[config.mk]
export PLATFORM = sky130hd
export DESIGN_NAME = freq_meter_flat
export DESIGN_NICKNAME = d
export VERILOG_FILES = /design/src/rtl/freq_meter_pkg.sv /design/src/rtl/freq_meter_if.sv /design/src/rtl/freq_meter_edge_sync.sv /design/src/rtl/freq_meter.sv /design/src/flat_wrapper.sv
export SDC_FILE = /design/constraint.sdc
export NUM_CORES = 1
export LEC_CHECK = 0
export ABC_AREA = 0
export CAP_MARGIN = 10
export CORE_ASPECT_RATIO = 1.4
export CORE_UTILIZATION = 43
export CTS_CLUSTER_SIZE = 25
export DETAILED_ROUTE_END_ITERATION = 16
export GPL_TIMING_DRIVEN = 0
export PLACE_DENSITY = 0.64
export SYNTH_ARGS = -nofsm -noshare
export SYNTH_HDL_FRONTEND = slang
export SYNTH_HIERARCHICAL = 1
export SYNTH_SLANG_ARGS = --single-unit
[constraint.sdc]
create_clock -name Clk -period 2.3 [get_ports Clk]
set_input_delay 0.23 -clock Clk [delete_from_list [all_inputs] [get_ports Clk]]
set_output_delay 0.23 -clock Clk [all_outputs]
set_load 0.005 [all_outputs]
[src/rtl/freq_meter_pkg.sv]
// Shared definitions for the frequency meter.
//   state_t   : FSM encoding (IDLE, COUNT, DONE)
//   LOCK_HITS : consecutive in-tolerance windows needed to declare lock
//   gate_len  : gate window length in Clk cycles for a given GateSel
// Optional feature macro: FREQ_LOCK_DET_EN (lock detector in the top level).
package freq_meter_pkg;

    typedef enum logic [1:0] {
        IDLE  = 2'd0,
        COUNT = 2'd1,
        DONE  = 2'd2
    } state_t;

    localparam int LOCK_HITS = 3;

    // Window length is 2^(min_log2 + gate_sel) Clk cycles.
    function automatic int unsigned gate_len(input logic [1:0] gate_sel,
                                             input int unsigned min_log2);
        return 32'd1 << (min_log2 + 32'(gate_sel));
    endfunction

endpackage

[src/rtl/freq_meter_if.sv]
// Request/result bundle of the frequency meter.
// Handshake: Start is a one-cycle request, only honoured while the meter is idle
// (Busy low). Valid is a one-cycle strobe; Count/Overflow (and Locked) change only
// in the Valid cycle and hold until the next Valid or reset. There is no back-pressure.
//   master : Start, GateSel (+ Target, Tol) out; Busy, Valid, Count, Overflow,
//            dbg_state (+ Locked) in
//   slave  : mirror of master
// Optional feature macro: FREQ_LOCK_DET_EN adds Target, Tol and Locked.
interface freq_meter_if #(
    parameter int CNT_W = 12
);
    import freq_meter_pkg::*;

    logic             Start;
    logic [1:0]       GateSel;
    logic             Busy;
    logic             Valid;
    logic [CNT_W-1:0] Count;
    logic             Overflow;
    state_t           dbg_state;
`ifdef FREQ_LOCK_DET_EN
    logic [CNT_W-1:0] Target;
    logic [CNT_W-1:0] Tol;
    logic             Locked;

    modport master (output Start, GateSel, Target, Tol,
                    input  Busy, Valid, Count, Overflow, dbg_state, Locked);
    modport slave  (input  Start, GateSel, Target, Tol,
                    output Busy, Valid, Count, Overflow, dbg_state, Locked);
`else
    modport master (output Start, GateSel,
                    input  Busy, Valid, Count, Overflow, dbg_state);
    modport slave  (input  Start, GateSel,
                    output Busy, Valid, Count, Overflow, dbg_state);
`endif

endinterface

[src/rtl/freq_meter_edge_sync.sv]
// Synchronizer plus rising-edge detector for an asynchronous input.
//   Clk, Reset : system clock, synchronous active-high reset
//   Din        : asynchronous input
//   EdgePulse  : one-cycle pulse per rising edge of Din, SYNC_STAGES+1 cycles late
module edge_sync #(
    parameter int SYNC_STAGES = 2
) (
    input  logic Clk,
    input  logic Reset,
    input  logic Din,
    output logic EdgePulse
);

    logic [SYNC_STAGES-1:0] sync_q;
    logic                   hist_q;

    always_ff @(posedge Clk) begin
        if (Reset) begin
            sync_q    <= '0;
            hist_q    <= 1'b0;
            EdgePulse <= 1'b0;
        end else begin
            sync_q    <= {sync_q[SYNC_STAGES-2:0], Din};
            hist_q    <= sync_q[SYNC_STAGES-1];
            // Registered so the pulse is glitch-free for the counter.
            EdgePulse <= sync_q[SYNC_STAGES-1] & ~hist_q;
        end
    end

endmodule

[src/rtl/freq_meter.sv]
// Frequency meter: counts rising edges of Fmeas during a gate window of
// 2^(GATE_MIN_LOG2+GateSel) Clk cycles and reports the result with a Valid strobe.
//   Clk, Reset : system clock, synchronous active-high reset
//   Fmeas      : asynchronous clock under measurement, f(Fmeas) < f(Clk)/2
//   bus        : freq_meter_if slave (Start/GateSel in, Busy/Valid/Count/Overflow out)
// Optional feature macro: FREQ_LOCK_DET_EN adds a Target/Tol lock detector
// driving bus.Locked.
module freq_meter
    import freq_meter_pkg::*;
#(
    parameter int CNT_W         = 12,
    parameter int GATE_MIN_LOG2 = 8,
    parameter int SYNC_STAGES   = 2
) (
    input  logic          Clk,
    input  logic          Reset,
    input  logic          Fmeas,
    freq_meter_if.slave   bus
);

    // Longest window is 2^(GATE_MIN_LOG2+3) cycles; counter runs 0 .. len-1.
    localparam int GATE_W = GATE_MIN_LOG2 + 3;
    localparam logic [CNT_W-1:0] CNT_MAX = '1;

    state_t            state;
    logic [GATE_W-1:0] gate_cnt;
    logic [1:0]        gate_sel_q;
    logic [CNT_W-1:0]  edge_cnt;
    logic              ovf_flag;
    logic              busy_q;
    logic              valid_q;
    logic [CNT_W-1:0]  count_q;
    logic              overflow_q;
    logic              edge_pulse;

    logic              last_cycle;
    logic [CNT_W-1:0]  edge_cnt_next;
    logic              ovf_next;

    edge_sync #(.SYNC_STAGES(SYNC_STAGES)) u_edge_sync (
        .Clk       (Clk),
        .Reset     (Reset),
        .Din       (Fmeas),
        .EdgePulse (edge_pulse)
    );

    always_comb begin
        last_cycle    = (gate_cnt == GATE_W'(gate_len(gate_sel_q, GATE_MIN_LOG2) - 1));
        edge_cnt_next = edge_cnt;
        ovf_next      = ovf_flag;
        if (edge_pulse) begin
            if (edge_cnt == CNT_MAX) ovf_next = 1'b1;
            else                     edge_cnt_next = edge_cnt + 1'b1;
        end
    end

`ifdef FREQ_LOCK_DET_EN
    logic [1:0]       hit_cnt;
    logic [1:0]       hit_cnt_next;
    logic [CNT_W-1:0] diff;
    logic             hit;
    logic             locked_q;

    // Evaluated against the result being committed this cycle.
    always_comb begin
        diff         = (edge_cnt_next >= bus.Target) ? edge_cnt_next - bus.Target
                                                     : bus.Target - edge_cnt_next;
        hit          = !ovf_next && (diff <= bus.Tol);
        hit_cnt_next = 2'd0;
        if (hit) begin
            hit_cnt_next = (hit_cnt == 2'(LOCK_HITS)) ? hit_cnt : hit_cnt + 2'd1;
        end
    end

    assign bus.Locked = locked_q;
`endif

    // Result registers are loaded on the COUNT->DONE edge so they are visible
    // together with Valid during the DONE cycle.
    always_ff @(posedge Clk) begin
        if (Reset) begin
            state      <= IDLE;
            gate_cnt   <= '0;
            gate_sel_q <= 2'd0;
            edge_cnt   <= '0;
            ovf_flag   <= 1'b0;
            busy_q     <= 1'b0;
            valid_q    <= 1'b0;
            count_q    <= '0;
            overflow_q <= 1'b0;
`ifdef FREQ_LOCK_DET_EN
            hit_cnt    <= 2'd0;
            locked_q   <= 1'b0;
`endif
        end else begin
            case (state)
                IDLE: begin
                    valid_q <= 1'b0;
                    if (bus.Start) begin
                        state      <= COUNT;
                        busy_q     <= 1'b1;
                        gate_sel_q <= bus.GateSel;
                        gate_cnt   <= '0;
                        edge_cnt   <= '0;
                        ovf_flag   <= 1'b0;
                    end
                end
                COUNT: begin
                    gate_cnt <= gate_cnt + 1'b1;
                    edge_cnt <= edge_cnt_next;
                    ovf_flag <= ovf_next;
                    if (last_cycle) begin
                        state      <= DONE;
                        valid_q    <= 1'b1;
                        count_q    <= edge_cnt_next;
                        overflow_q <= ovf_next;
`ifdef FREQ_LOCK_DET_EN
                        hit_cnt    <= hit_cnt_next;
                        locked_q   <= (hit_cnt_next == 2'(LOCK_HITS));
`endif
                    end
                end
                DONE: begin
                    // Start here is dropped; the next request is taken in IDLE.
                    state   <= IDLE;
                    valid_q <= 1'b0;
                    busy_q  <= 1'b0;
                end
                default: begin
                    state   <= IDLE;
                    valid_q <= 1'b0;
                    busy_q  <= 1'b0;
                end
            endcase
        end
    end

    assign bus.Busy      = busy_q;
    assign bus.Valid     = valid_q;
    assign bus.Count     = count_q;
    assign bus.Overflow  = overflow_q;
    assign bus.dbg_state = state;

endmodule

[src/flat_wrapper.sv]
// flat-port wrapper written by rule: the top's interface ports become plain ports
module freq_meter_flat import freq_meter_pkg::*;
#(
    parameter int CNT_W         = 12,
    parameter int GATE_MIN_LOG2 = 8,
    parameter int SYNC_STAGES   = 2
)
  (Clk, Reset, Fmeas, bus_Start, bus_GateSel, bus_Busy, bus_Valid, bus_Count, bus_Overflow, bus_dbg_state);
  freq_meter_if #(.CNT_W(CNT_W)) bus_i ();
  input  logic Clk;
  input  logic Reset;
  input  logic Fmeas;
  input wire logic [$bits(bus_i.Start)-1:0] bus_Start;
  input wire logic [$bits(bus_i.GateSel)-1:0] bus_GateSel;
  output wire logic [$bits(bus_i.Busy)-1:0] bus_Busy;
  output wire logic [$bits(bus_i.Valid)-1:0] bus_Valid;
  output wire logic [$bits(bus_i.Count)-1:0] bus_Count;
  output wire logic [$bits(bus_i.Overflow)-1:0] bus_Overflow;
  output wire logic [$bits(bus_i.dbg_state)-1:0] bus_dbg_state;
  assign bus_i.Start = bus_Start;
  assign bus_i.GateSel = bus_GateSel;
  assign bus_Busy = bus_i.Busy;
  assign bus_Valid = bus_i.Valid;
  assign bus_Count = bus_i.Count;
  assign bus_Overflow = bus_i.Overflow;
  assign bus_dbg_state = bus_i.dbg_state;
  freq_meter #(.CNT_W(CNT_W), .GATE_MIN_LOG2(GATE_MIN_LOG2), .SYNC_STAGES(SYNC_STAGES)) u_core (.Clk(Clk), .Reset(Reset), .Fmeas(Fmeas), .bus(bus_i));
endmodule
==> flow_metrics.env, run 1 <==
export IMPL_outcome="complete, no violations"
export IMPL_synthesis_nets=282
export IMPL_synth_seq_cells=47
export IMPL_worstMarginPinSlew_ps=809
export IMPL_vias=2147
export IMPL_regArea_um2=941
export IMPL_hold_viol=0
export IMPL_setup_viol=0
export IMPL_met2_usage_pct=37.2
export IMPL_peakVddDrop_mv=0.344
export IMPL_fmaxAchievable_mhz=496
export IMPL_hold_class="reg2reg"
export IMPL_drt_total_wl_um=5890
export IMPL_pre_cts_ws_ps=-54.0
export IMPL_post_dp_cell_area_mm2=0.00268
export IMPL_worst_slack_ps=284
export IMPL_grt_max_degree=16
export IMPL_fin_nets=312
export IMPL_syn_avg_cell_area_um2=8.66
export IMPL_grt_pass1_wl_um=9830
export IMPL_min_delay_start="u_core/u_edge_sync/hist_q"
export IMPL_detail_route_vias_per_cell=5.79
export IMPL_multiInputGateArea_mm2=0.00130
export IMPL_synth_distinct_cells=63
export IMPL_fill_cells=533
export IMPL_grt_use_total_pct=21.8
export IMPL_power_density_mw_per_mm2=524
export IMPL_synth_edf_count=0
export IMPL_p_leak_nw=0.947
export IMPL_whs_ps=424
export IMPL_yosys_warnings=6
export IMPL_crit_start="u_core/edge_cnt[0]"
export IMPL_timing_final_crit_period_ps=2020
export IMPL_finalNonFillerCells=371
export IMPL_io_pins=23
export IMPL_cts_hold_buf=0
export IMPL_portBuffers=22
export IMPL_dr_pass1_iters=4
export IMPL_postLayoutCoreUtil_pct=52.9
export IMPL_design_core_area_mm2=0.00524
export IMPL_path_clk_slew_ps=90
export IMPL_antenna_found_initial=0
export IMPL_async_flop_share_pct=0
export IMPL_yosysSeqAreaShare_pct=39.6
export IMPL_layout_drive_gt1_share_pct=11.8
export IMPL_htree_levels=2
export IMPL_place_hpwl_um=4130
export IMPL_relSlewSlack_pct=46.0
export IMPL_crit_buf_inv=0
export IMPL_ant_nets=0
export IMPL_setup_tns_ps=0
export IMPL_cp_end_kind="flop"
export IMPL_cts_root_buf="clkbuf_8"
export IMPL_numCtsBuffers=5
export IMPL_finClkSkew_ps=10.1
export IMPL_postLayoutCellArea_mm2=0.00277
export IMPL_start_util_pct=45.3
export IMPL_drt_iter0_drc=131
export IMPL_syn_area_mm2=0.00237
export IMPL_use_met1_pct=27.8
export IMPL_cts_tree="yes"
export IMPL_cts_buffer_depth=2
export IMPL_met3_usage_pct=3.05
export IMPL_post_place_cells=362
export IMPL_ctsResizeCount=0
export IMPL_grt_busiest_layer="met2"
export IMPL_finalPower_mw=1.45
export IMPL_reg2reg_from="u_core/edge_cnt[0]"
export IMPL_cp_cell_sequence="ha_1 > nand3_1 > nor4_1 > nor3_1 > o32ai_1"
export IMPL_diodes=0
export IMPL_fp_row_count=31
export IMPL_cp_top_family="simple AND/OR/NAND/NOR gates"
export IMPL_grt_pass1_vias=1979
export IMPL_post_cts_buffers=0
export IMPL_cp_max_fo=7
export IMPL_place_congestion=0.826
export IMPL_die_y_um=89.9
export IMPL_max_cap_viol_count=0
export IMPL_wl_per_cell_um=15.9
export IMPL_rsz0062_at_grt="no"
export IMPL_critPathLaunchType="flop"
export IMPL_cpPeakStageDelay_ps=640
export IMPL_cp_required_ps=2510
export IMPL_grt_ovfl_total=0
export IMPL_synthesis_instances=274
export IMPL_cp_slowest_cell="nor4_1"
export IMPL_synth_top_flop_cell="dfxtp_1"
export IMPL_min_period_over_period_pct=87.6
export IMPL_area_growth_pct=16.7
export IMPL_die_w_um=64.8
export IMPL_cts_sinks=47
export IMPL_dieArea_mm2=0.00582
export IMPL_crit_type="reg2reg"
export IMPL_final_max_slew_viol_count=0
export IMPL_drc=0
export IMPL_insertion_delay_ps=300
export IMPL_crit_arrival_ps=2230
## Yosys cell counts (all sizes together), types with 2 or more instances
cell	number	area, um^2
dfxtp	47	941
nand2	25	93.8
nor2	19	71.3
a21oi	18	93.8
inv	14	52.6
o21ai	13	68.8
nor3	10	55.1
nand3	9	55.1
nand4	9	56.3
a31oi	8	50.1
buf	8	47.5
clkbuf	8	31.3
and3	7	43.8
o32ai	7	80.1
nor2b	6	37.5
mux2i	4	40.0
nor4	4	31.3
o211ai	4	35.0
o311ai	4	35.0
or3	4	30.0
mux2	3	33.8
nor3b	3	27.5
xor2	3	26.3
a211oi	2	15.0
a22o	2	17.5
a31o	2	17.5
a32oi	2	17.5
and4	2	17.5
ha	2	25.0
nand4b	2	17.5
o21a	2	15.0
o22ai	2	12.5
o31a	2	17.5
o41ai	2	43.8
or3b	2	17.5
## registers in the layout, summed over array words and instances (netlist names)
| name | cells |
|---|---|
| u_core/u_edge_sync/sync_q | 2 |
| u_core/bus.dbg_state | 2 |
| u_core/edge_cnt | 12 |
| u_core/gate_sel_q | 2 |
| u_core/bus.Count | 12 |
| u_core/gate_cnt | 11 |
| u_core/ovf_flag | 1 |
| u_core/u_edge_sync/EdgePulse | 1 |
| u_core/bus.Busy | 1 |
| u_core/bus.Overflow | 1 |
| u_core/u_edge_sync/hist_q | 1 |
| u_core/bus.Valid | 1 |
## final cells by class
type / count / area share [%]
plain buffers: 16 / 2.85
clock buffers: 5 / 2.49
clock inverters: 3 / 0.678
inverters: 15 / 2.03
multi-input cells: 196 / 46.9
flip-flops and latches: 47 / 34.0
well taps: 66 / 2.98
repair buffers: 23 / 8.13
## where the power goes
part	switching [mW]	internal (mW)
Sequential	0.00918	0.823
Clock	0.297	0.215
Combinational	0.0652	0.0408
Total	0.371	1.08
## worst paths after layout
| path | depth (start not counted) | endpoint | slack [ps] |
|---|---|---|---|
| setup / recovery | 5 | u_core/bus.Count[7] | 280 |
| hold / removal | 1 | u_core/u_edge_sync/EdgePulse | 420 |
| setup reg to reg | 5 | u_core/bus.Count[7] | 280 |
| hold reg to reg | 1 | u_core/u_edge_sync/EdgePulse | 420 |
## routing by layer
metal / up-vias / share of wire, %
met5: - / 0
met4: 0 / 1.2
met3: 5 / 2.7
met2: 37 / 53
met1: 1022 / 44
li1: 1083 / -
## cells by family (layout without fill, tap and decap cells)
logic type      count (synthesis)  after routing  share of synthesized area (%)
xor+xnor                        4              4                           1.48
fa+ha+maj                       2              2                           1.05
buf+inv                        31             62                           5.69
flops                          47             47                           39.6
simple gates                  105            105                           24.2
mux                             7              7                           3.11
compound gates                 78             78                           24.8
## layout by cell type (no fill, tap or decap), types with 4 or more instances in the layout
master	n
dfxtp_1	47
and3_1	7
clkdlybuf4s50_1	22
nor2b_1	6
mux2i_1	4
o21ai_0	10
o32ai_1	6
a21oi_1	17
nor3_1	9
clkbuf_8	5
nand2_1	25
buf_2	5
a31oi_1	8
clkbuf_1	7
inv_1	14
nand4_1	9
nand3_1	7
nor2_1	19
o311ai_0	4
No activity file was read; power rests on OpenSTA's default activity.
==> run 2, diff against run 1 <==
--- a/config.mk
+++ b/config.mk
@@ -12,7 +12,7 @@
 export CTS_CLUSTER_SIZE = 25
 export DETAILED_ROUTE_END_ITERATION = 16
 export GPL_TIMING_DRIVEN = 0
-export PLACE_DENSITY = 0.64
+export PLACE_DENSITY = 0.65
 export SYNTH_ARGS = -nofsm -noshare
 export SYNTH_HDL_FRONTEND = slang
 export SYNTH_HIERARCHICAL = 1
==> run 2 against run 1 <==
  * Highest routed layer unchanged
  * Clock power increased by 42%
  * Via count fell by 1.1%
  * Fmax rose by 1.2%
  * Wire length fell by 1.7%
  * Worst hold slack worse by 22 ps
  * Non-clock buffer count decreased by 1
==> flow_metrics.env, run 2 (same netlist as run 1, synthesis figures left out) <==
export IMPL_finalPower_mw=1.66
export IMPL_cts_tree="yes"
export IMPL_crit_type="reg2reg"
export IMPL_diodes=0
export IMPL_detail_route_vias_per_cell=5.74
export IMPL_dr_pass1_iters=6
export IMPL_final_common_cell="dfxtp_1"
export IMPL_place_congestion=0.824
export IMPL_peakVddDrop_mv=0.381
export IMPL_relSlewSlack_pct=22.9
export IMPL_vias=2124
export IMPL_min_period_over_period_pct=86.7
export IMPL_critPathLaunchType="flop"
export IMPL_cp_max_fo=7
export IMPL_fp_row_count=31
export IMPL_crit_start="u_core/edge_cnt[0]"
export IMPL_power_density_mw_per_mm2=591
export IMPL_dieArea_mm2=0.00582
export IMPL_rsz0062_at_grt="no"
export IMPL_fin_nets=311
export IMPL_post_cts_buffers=0
export IMPL_numCtsBuffers=5
export IMPL_ant_nets=0
export IMPL_worstMarginPinSlew_ps=1150
export IMPL_postLayoutCoreUtil_pct=53.7
export IMPL_antenna_found_initial=0
export IMPL_hold_class="reg2reg"
export IMPL_htree_levels=2
export IMPL_finClkSkew_ps=6.78
export IMPL_reg2reg_from="u_core/edge_cnt[0]"
export IMPL_path_clk_slew_ps=90
export IMPL_min_delay_start="u_core/u_edge_sync/hist_q"
export IMPL_cts_sinks=47
export IMPL_cp_cell_sequence="ha_1 > nand3_1 > nor4_1 > nor3_1 > o32ai_1"
export IMPL_drt_iter0_drc=137
export IMPL_grt_max_degree=16
export IMPL_ctsResizeCount=0
export IMPL_layout_drive_gt1_share_pct=11.5
export IMPL_design_core_area_mm2=0.00524
export IMPL_timing_final_crit_period_ps=1990
export IMPL_p_leak_nw=0.959
export IMPL_start_util_pct=45.3
export IMPL_die_w_um=64.8
export IMPL_drc=0
export IMPL_cpPeakStageDelay_ps=630
export IMPL_insertion_delay_ps=310
export IMPL_setup_tns_ps=0
export IMPL_place_hpwl_um=4150
export IMPL_cts_hold_buf=0
export IMPL_cts_root_buf="clkbuf_8"
export IMPL_finalNonFillerCells=370
export IMPL_hold_viol=0
export IMPL_cp_slowest_cell="nor4_1"
export IMPL_setup_viol=0
export IMPL_area_growth_pct=18.5
export IMPL_final_max_slew_viol_count=0
export IMPL_max_cap_viol_count=0
export IMPL_grt_pass1_vias=1966
export IMPL_crit_buf_inv=0
export IMPL_portBuffers=22
export IMPL_grt_use_total_pct=21.5
export IMPL_grt_pass1_wl_um=9650
export IMPL_io_pins=23
export IMPL_outcome="complete, no violations"
export IMPL_cp_top_family="simple AND/OR/NAND/NOR gates"
export IMPL_final_cell_mix="dfxtp_1, nand2_1, clkdlybuf4s50_1"
export IMPL_fmaxAchievable_mhz=502
export IMPL_post_place_cells=362
export IMPL_cp_end_kind="flop"
export IMPL_drt_total_wl_um=5790
export IMPL_wl_per_cell_um=15.6
export IMPL_crit_arrival_ps=2210
export IMPL_cp_required_ps=2520
export IMPL_grt_ovfl_total=0
export IMPL_cts_buffer_depth=2
export IMPL_die_y_um=89.9
-- run 2: cell count changes in the layout (fill, tap and decap cells not counted) --
cell and delta:
inv_6 -1, clkbuf_2 -1, clkinvlp_4 +1, clkinv_2 -2, bufinv_16 +2
-- run 2: final timing paths --
| check | end | slack (ps) | cells past startpoint |
|---|---|---|---|
| worst max-delay path | u_core/bus.Count[7] | 310 | 5 |
| worst max register to register | u_core/bus.Count[7] | 310 | 5 |
| worst min-delay path | u_core/u_edge_sync/EdgePulse | 400 | 1 |
| worst min register to register | u_core/u_edge_sync/EdgePulse | 400 | 1 |
-- run 2: stage by stage --
| step | hold slack (ps) | instance area [um^2] | worst slack [ps] |
|---|---|---|---|
| after floorplan | 301 | 2370 | 723 |
| after global placement | 393 | 2680 | -45.2 |
| after detailed placement | 400 | 2680 | 4.01 |
| after CTS | 411 | 2810 | 316 |
| after global routing | 413 | 2810 | 84.6 |
| final | 402 | 2810 | 307 |
-- run 2: worst register-to-register path, stage by stage, from the launching register on --
cell	delay, ps
dfxtp_1	450
ha_1	300
nand3_1	220
nor4_1	630
nor3_1	160
o32ai_1	150
-- run 2: final cells by class --
type,instances,area (um^2)
Fill cell,508,2420
Multi-Input combinational cell,196,1300
Sequential cell,47,941
Timing Repair Buffer,22,220
Tap cell,66,82.6
Buffer,16,78.8
Clock buffer,5,68.8
Clock inverter,3,67.6
Inverter,15,56.3
-- run 2: where the power goes --
| group | switching [mW] | internal (mW) | total [mW] |
|---|---|---|---|
| Sequential | 0.00913 | 0.823 | 0.832 |
| Clock | 0.293 | 0.433 | 0.726 |
| Combinational | 0.0633 | 0.0400 | 0.103 |
-- run 2: per-layer routing --
metal | GRT usage, % | part of all wire (%) | vias to the layer above
li1 | - | - | 1081
met1 | 26.6 | 43 | 1005
met2 | 36.7 | 53 | 35
met3 | 3.05 | 2.8 | 3
met4 | 8.15 | 0.83 | 0
met5 | 0 | 0 | -
